### config.mk
export PLATFORM = sky130hd
export DESIGN_NAME = ifetch
export DESIGN_NICKNAME = d
export VERILOG_FILES = /design/src/rtl/ifetch_pkg.sv /design/src/rtl/ifetch_instret_cnt.sv /design/src/rtl/ifetch.sv
export SDC_FILE = /design/constraint.sdc
export NUM_CORES = 1
export LEC_CHECK = 0
export BUFFER_PORTS_ARGS = -buffer_cell sky130_fd_sc_hd__buf_4
export CAP_MARGIN = 25
export CORE_MARGIN = 2
export CORE_UTILIZATION = 45
export CTS_CLUSTER_DIAMETER = 60
export CTS_CLUSTER_SIZE = 10
export DETAILED_ROUTE_END_ITERATION = 8
export HOLD_SLACK_MARGIN = 0.08
export PLACE_DENSITY = 0.83
export SLEW_MARGIN = 20
export SYNTH_ARGS = -nofsm -noshare
export SYNTH_HDL_FRONTEND = slang
export SYNTH_SLANG_ARGS = --single-unit
### constraint.sdc
create_clock -name clk_i -period 2.7 [get_ports clk_i]
set_clock_uncertainty 0.15 [all_clocks]
set_input_delay 0.405 -clock clk_i [delete_from_list [all_inputs] [get_ports clk_i]]
set_output_delay 0.405 -clock clk_i [all_outputs]
set_load 0.02 [all_outputs]
### src/rtl/ifetch_pkg.sv
// Shared encodings for the miniRV-1 instruction fetch unit: FSM states,
// fault cause codes and the default reset vector.
package ifetch_pkg;

    typedef enum logic [2:0] {
        IF_RESET = 3'd0,
        IF_REQ   = 3'd1,
        IF_WAIT  = 3'd2,
        IF_VALID = 3'd3,
        IF_FAULT = 3'd4
    } if_state_e;

    localparam logic [1:0] FAULT_NONE     = 2'b00;
    localparam logic [1:0] FAULT_MISALIGN = 2'b01;
    localparam logic [1:0] FAULT_BUSERR   = 2'b10;

    localparam logic [31:0] DEFAULT_RESET_PC = 32'h0000_0000;

    function automatic logic is_misaligned(input logic [31:0] addr);
        return addr[1:0] != 2'b00;
    endfunction

endpackage

### src/rtl/ifetch_instret_cnt.sv
// Retired-instruction counter: 32-bit, synchronous reset, wraps to zero.
module ifetch_instret_cnt (
    input  logic        clk,
    input  logic        rst,
    input  logic        en,
    output logic [31:0] count
);

    // NOTE: sequential state is written with non-blocking assignments only, so
    // every flop samples its inputs as they were before the edge.
    always_ff @(posedge clk) begin
        if (rst) begin
            count <= 32'd0;
        end else if (en) begin
            count <= count + 32'd1;
        end
    end

endmodule

### src/rtl/ifetch.sv
// Instruction fetch unit: owns the PC, fetches over req/gnt/rvalid and hands
// each instruction to execute under valid/ready, committing npc_i on accept.
module ifetch
    import ifetch_pkg::*;
#(
    parameter logic [31:0] RESET_PC = DEFAULT_RESET_PC,
    parameter int          IMEM_AW  = 32
) (
    input  logic               clk_i,
    input  logic               rst_i,
    output logic [31:0]        pc_o,
    input  logic [31:0]        npc_i,
    output logic               imem_req_o,
    output logic [IMEM_AW-1:0] imem_addr_o,
    input  logic               imem_gnt_i,
    input  logic               imem_rvalid_i,
    input  logic [31:0]        imem_rdata_i,
    input  logic               imem_err_i,
    output logic [31:0]        inst_o,
    output logic [31:0]        inst_pc_o,
    output logic               inst_valid_o,
    input  logic               inst_ready_i,
    output logic               fault_o,
    output logic [1:0]         fault_cause_o,
    output logic [31:0]        instret_o
);

    if_state_e   state;
    if_state_e   next_state;
    logic [31:0] pc;
    logic [31:0] inst;
    logic [1:0]  fault_cause;
    logic        commit;
    logic        resp_ok;
    logic        resp_err;

    assign commit   = (state == IF_VALID) && inst_ready_i;
    assign resp_ok  = (state == IF_WAIT) && imem_rvalid_i && !imem_err_i;
    assign resp_err = (state == IF_WAIT) && imem_rvalid_i && imem_err_i;

    always_ff @(posedge clk_i) begin
        if (rst_i) begin
            state <= IF_RESET;
        end else begin
            state <= next_state;
        end
    end

    // NOTE: every always_comb output gets a default before the case so no
    // path can leave it unassigned and infer a latch.
    always_comb begin
        next_state = state;
        case (state)
            IF_RESET: next_state = IF_REQ;
            IF_REQ:   if (imem_gnt_i) next_state = IF_WAIT;
            IF_WAIT:  if (imem_rvalid_i) next_state = imem_err_i ? IF_FAULT : IF_VALID;
            IF_VALID: if (inst_ready_i) next_state = is_misaligned(npc_i) ? IF_FAULT : IF_REQ;
            IF_FAULT: next_state = IF_FAULT;
            default:  next_state = IF_RESET;
        endcase
    end

    always_comb begin
        imem_req_o   = 1'b0;
        inst_valid_o = 1'b0;
        fault_o      = 1'b0;
        case (state)
            IF_REQ:   imem_req_o   = 1'b1;
            IF_VALID: inst_valid_o = 1'b1;
            IF_FAULT: fault_o      = 1'b1;
            default:  ;
        endcase
    end

    // A misaligned next PC is never committed, so pc keeps the faulting PC.
    always_ff @(posedge clk_i) begin
        if (rst_i) begin
            pc          <= RESET_PC;
            inst        <= 32'd0;
            fault_cause <= FAULT_NONE;
        end else begin
            if (resp_ok) begin
                inst <= imem_rdata_i;
            end
            if (resp_err) begin
                fault_cause <= FAULT_BUSERR;
            end
            if (commit) begin
                if (is_misaligned(npc_i)) begin
                    fault_cause <= FAULT_MISALIGN;
                end else begin
                    pc <= npc_i;
                end
            end
        end
    end

    ifetch_instret_cnt u_instret (
        .clk   (clk_i),
        .rst   (rst_i),
        .en    (commit),
        .count (instret_o)
    );

    assign pc_o          = pc;
    assign imem_addr_o   = pc[IMEM_AW-1:0];
    assign inst_o        = inst;
    assign inst_pc_o     = pc;
    assign fault_cause_o = fault_cause;

endmodule

==> flow_summary.ini, run 1 <==
[outcome]
status = completed

[critical_path]
path_buf_inv = 0
crit_type = reg -> reg
cp_cell_sequence = nand4_2, or4_1, nor4_1, mux2_2
slowest_stage = or4_1
cp_max_fo = 19
cp_top_family = simple AND/OR/NAND/NOR gates
crit_required_ns = 2.79
cpPeakStageDelay_ns = 0.83
crit_arrival_ns = 2.59
start_kind = flop
end_kind = flop

[power]
leakagePower_nw = 2.57
vdd_drop_max_v = 0.000346
powerDensity_nw_per_um2 = 466

[floorplanning]
num_rows = 36
dieWidth_um = 104
core-area_um2 = 9730
initial_core_util_pct = 46.0
dieArea_um2 = 10800
die_h_um = 104
ioPinCount = 235

[synthesis]
avgSynthCellArea_um2 = 7.95
synth_ff_type = dfxtp_1
synthTopCellsByArea = dfxtp_1 45%, nand2_1 12%, buf_4 11%, a21oi_1 10%, clkbuf_1 2.5%
synthTopCellsByCount = 139 x nand2_1, 101 x dfxtp_1, 91 x a21oi_1, 64 x buf_4, 30 x clkbuf_1
seq_area_frac_synth_pct = 45.2
synth_most_common_cell = nand2_1
yosys_warnings = 0
synth.distinct_cells = 39
ys_async_sr_fraction_pct = 0
synth_top_area_share_pct = 45.2
synth_nets = 634
synth_seq_cells = 101
synth_edf_count = 0
syn_inst = 563
synth_top_area_cell = dfxtp_1
syn_area_um2 = 4480

[clock_network]
cts_resized = 0
root_buffer = clkbuf_8
cts_max_level = 3
clk_pin_slew_ns = 0.10
cts_buffers = 9
cts_hold_buf = 0
cts.sinks = 101
cts_buffer_depth = 2
cts_tree = yes
clk_latency_ns = 0.35
cts_setup_buffers = 0

[drt]
drc = 0
drtIter0Drc = 203
dr_total_vias = 4383
drt_pass1_iterations = 6
wl_um = 12700
routed_via_density = 5.13
antenna_left = 0
wire_per_inst_um = 14.8

[placement]
portBuffers = 234
place_inst = 840
dp_hpwl_um = 9480
gp_congestion = 0.854

[timing]
fin_crit_ns = 2.51
worst_pin_slew_ns = 0.619
finalCritPeriodShare_pct = 92.8
final-setup-viol-count = 0
hold_violations = 0
grt_setup_unrepaired = no
slew-limit-headroom_pct = 58.8
slew_viol_final = 0
fmax_ghz = 0.399
fin_setup_tns_ns = 0

[global_routing]
grt_max_degree = 57
overflow = 0
grt_pass1_wl_um = 20700
antenna_found_initial = 0
grt_pass1_vias = 4215
track_usage_pct = 23.0

[final_layout]
diodes = 0
area_delta_synth_final_pct = 35.9
layout-drive-gt1-share_pct = 36.4
finalNonFillerCells = 855
final_nets = 789

[min_path]
hold_path_class = in -> reg

[flow_run]
cap_violations = 0
[final timing paths]
check	startpoint	endpoint	slack, ns	cells after the start
worst max-delay path	u_instret.count[16]	u_instret.count[31]	0.19	4
worst max register to register	u_instret.count[16]	u_instret.count[31]	0.19	4
worst min register to register	inst_o[8]	inst_o[8]	0.31	2
worst min-delay path	imem_rdata_i[14]	inst_o[14]	0.14	3
[flip-flops by register name (all words and copies together) (netlist names)]
signal           count
state                3
inst_o              32
imem_addr_o         32
u_instret.count     32
fault_cause_o        2
[per-layer routing]
| layer | track usage, % | routed length, µm | up-vias |
|---|---|---|---|
| met2 | 40.4 | 6310 | 181 |
| li1 | - | - | 2158 |
| met5 | 0 | 0 | - |
| met4 | 10.1 | 380 | 0 |
| met1 | 26.9 | 5130 | 2016 |
| met3 | 5.03 | 879 | 28 |
[metrics by stage]
stage	util [%]	instance area (µm²)	hold slack [ns]	setup WS [ns]	power (W)
finish	62.5	6080	0.142	0.193	0.00283
CTS	62.5	6080	0.122	0.211	0.00286
detailed placement	60.3	5870	0.298	0.244	0.00182
floorplan	-	4480	0.384	0.475	0.00169
global placement	60.3	5870	0.293	0.335	0.00181
global route	62.5	6080	0.124	0.0822	0.00295
[worst reg2reg max path, cell delays in order, from the launching register on]
cell	delay, ns
dfxtp_1	0.45
nand4_2	0.18
or4_1	0.83
nor4_1	0.41
mux2_2	0.37
[cell families (layout without fill, tap and decap cells)]
| kind of cell | after synthesis | after routing | synth area share [%] |
|---|---|---|---|
| xor gates and xnor gates | 7 | 7 | 1.37 |
| adders and majority gates | 1 | 1 | 0.280 |
| and+or+nand+nor | 229 | 229 | 24.0 |
| AOI/OAI and AO/OA | 120 | 120 | 14.6 |
| buffers and inverters | 103 | 262 | 14.1 |
| muxes | 2 | 2 | 0.503 |
| DFF | 101 | 101 | 45.2 |
[layout make-up]
class | instances | area [µm²]
fill | 871 | 3650
sequential | 101 | 2020
multi-input combinational | 359 | 1840
timing repair buffer | 241 | 1820
tap | 133 | 166
clock buffer | 11 | 141
clock inverter | 4 | 72.6
inverter | 6 | 22.5
[cells in the final DEF, fill, tap and decap left out, types with 2 or more instances in the layout]
master,instances
inv_1,6
o21ai_0,9
or3_1,8
or4_1,13
nand2b_1,4
clkbuf_8,10
xor2_1,5
buf_4,240
nor4_1,3
and4_1,2
o31ai_1,12
xnor2_1,2
and3_1,6
dfxtp_1,101
nor3_2,2
mux2_2,2
nand2_1,139
nand4_1,9
nor2b_1,3
nor3_1,2
o41ai_1,2
nand3_1,11
nor2_1,16
nor3b_1,4
a21oi_1,91
bufinv_16,2
[power breakdown]
part | internal, W | switching (W)
combinational | 0.000127 | 0.000126
clock | 0.000542 | 0.000505
sequential | 0.00151 | 0.0000252
total | 0.00218 | 0.000656
(Power assumes the default switching activity.)
==> inputs of run 2 (changes only) <==
Settings changed: CORE_UTILIZATION 45 to 38, PLACE_DENSITY 0.83 to 0.72.
==> run 2 against run 1 <==
Count of clock-buffer cells in the layout down 1. Flip-flop and latch count unchanged. Via count shrank 0.71%. Sequential share of layout area is 0.47 points lower. Global-route usage is 4.5 points lower. Critical path depth is 1 higher. Combinational power rose by 6%. Highest routed layer unchanged.
==> flow_summary.ini, run 2 (synthesis results as in run 1) <==
[clock_network]
cts_buffer_depth = 2
clk_pin_slew_ns = 0.07
cts_resized = 0
cts_max_level = 3
cts_setup_buffers = 0
root_buffer = clkbuf_16
cts_hold_buf = 0
cts.sinks = 101
clk_latency_ns = 0.33
cts_buffers = 9
cts_tree = yes

[floorplanning]
initial_core_util_pct = 39.0
core-area_um2 = 11500
ioPinCount = 235
num_rows = 39
die_h_um = 113
dieArea_um2 = 12700
dieWidth_um = 113

[critical_path]
crit_required_ns = 2.81
start_kind = flop
reg2reg_from = u_instret.count[15]
cpPeakStageDelay_ns = 0.72
crit_top_cell = or4_1
end_kind = flop
crit_arrival_ns = 2.51
path_buf_inv = 1
cp_top_family = simple AND/OR/NAND/NOR gates
cp_max_fo = 10
cp_cell_sequence = nand4_2, or4_1, buf_4, or4_1, a21oi_1
crit_type = reg -> reg
slowest_stage = or4_1
startpoint = u_instret.count[15]

[timing]
final-setup-viol-count = 0
fin_setup_tns_ns = 0
fmax_ghz = 0.417
slew_viol_final = 0
grt_setup_unrepaired = no
finalCritPeriodShare_pct = 88.8
hold_violations = 0
slew-limit-headroom_pct = 59.1
worst_pin_slew_ns = 0.614
fin_crit_ns = 2.40

[final_layout]
layout_commonest_cell = buf_4
final_nets = 792
area_delta_synth_final_pct = 37.9
layout-drive-gt1-share_pct = 36.6
fin_util_pct = 53.8
layout_common_cells = 243 x buf_4, 139 x nand2_1, 101 x dfxtp_1
diodes = 0

[placement]
dp_hpwl_um = 9280
gp_congestion = 0.808
portBuffers = 234

[power]
leakagePower_nw = 2.60
pwr-share-comb_pct = 9.0
intPower_w = 0.00226
powerDensity_nw_per_um2 = 482
switching_power_w = 0.000713
pwr-share-seq_pct = 51.2
switching_share_pct = 24.0
p_clk_share_pct = 39.8
vdd_drop_max_v = 0.000291

[global_routing]
grt_pass1_wl_um = 19300
grt_max_degree = 58
track_usage_pct = 18.5
antenna_found_initial = 0
overflow = 0
grt_pass1_vias = 4020

[flow_run]
cap_violations = 0

[drt]
wl_met1_um = 5030
antenna_left = 0
drt_pass1_iterations = 4
wl_um = 12400
drtIter0Drc = 200
dr_wl_met2_um = 6190
routed_via_density = 5.01
drc = 0
topRoutingLayerUsed = met4
dr_total_vias = 4352
wire_per_inst_um = 14.2
wl_met3_um = 861

[outcome]
status = completed

[min_path]
hold_path_class = in -> reg
worstHoldStart = imem_rdata_i[17]
## run 2: cell count changes in the layout (fill, tap and decap cells not counted), moves of 2 or more
cell,change
clkbuf_16,+9
buf_4,+3
clkinv_2,+2
bufinv_16,-2
clkbuf_8,-10
## run 2: final timing paths
check | to | slack [ns] | cells after the start
setup / recovery | u_instret.count[23] | 0.30 | 5
hold / removal | inst_o[17] | 0.16 | 3
setup reg to reg | u_instret.count[23] | 0.30 | 5
hold reg to reg | inst_o[19] | 0.31 | 2
## run 2: power by group through the flow
stage | combinational [W] | clock, W | sequential, W
6_report | 0.000268 | 0.00119 | 0.00152
5_1_grt | 0.000292 | 0.00128 | 0.00152
4_1_cts | 0.000269 | 0.00122 | 0.00152
3_5_place_dp | 0.000268 | 0 | 0.00156
3_3_place_gp | 0.000266 | 0 | 0.00156
2_1_floorplan | 0.000119 | 0 | 0.00157
## run 2: layer usage
metal | up-vias | track usage, %
met2 | 177 | 32.5
li1 | 2169 | -
met5 | - | 0
met1 | 1985 | 21.7
met4 | 0 | 7.80
met3 | 21 | 4.05
## run 2: worst register-to-register path: stages (launching register included)
cell and delay [ns]:
dfxtp_1 0.44, nand4_2 0.17, or4_1 0.72, buf_4 0.25, or4_1 0.46, a21oi_1 0.15
## run 2: cell type report
type / instances / area (µm²)
multi-input cells: 359 / 1830
fillers: 1060 / 5300
repair buffers: 244 / 1840
clock buffers: 10 / 229
inverters: 6 / 22.5
well taps: 143 / 179
clock inverters: 6 / 38.8
flip-flops and latches: 101 / 2020
## run 2: through the flow
stage	total power [W]	area, µm²	cells	worst slack, ns	hold slack, ns
floorplan	0.00169	4480	563	0.475	0.384
global placement	0.00182	5900	853	0.370	0.293
detailed placement	0.00183	5900	853	0.319	0.298
CTS	0.00301	6170	869	0.292	0.145
global route	0.00310	6170	869	0.155	0.159
finish	0.00298	6170	869	0.303	0.156
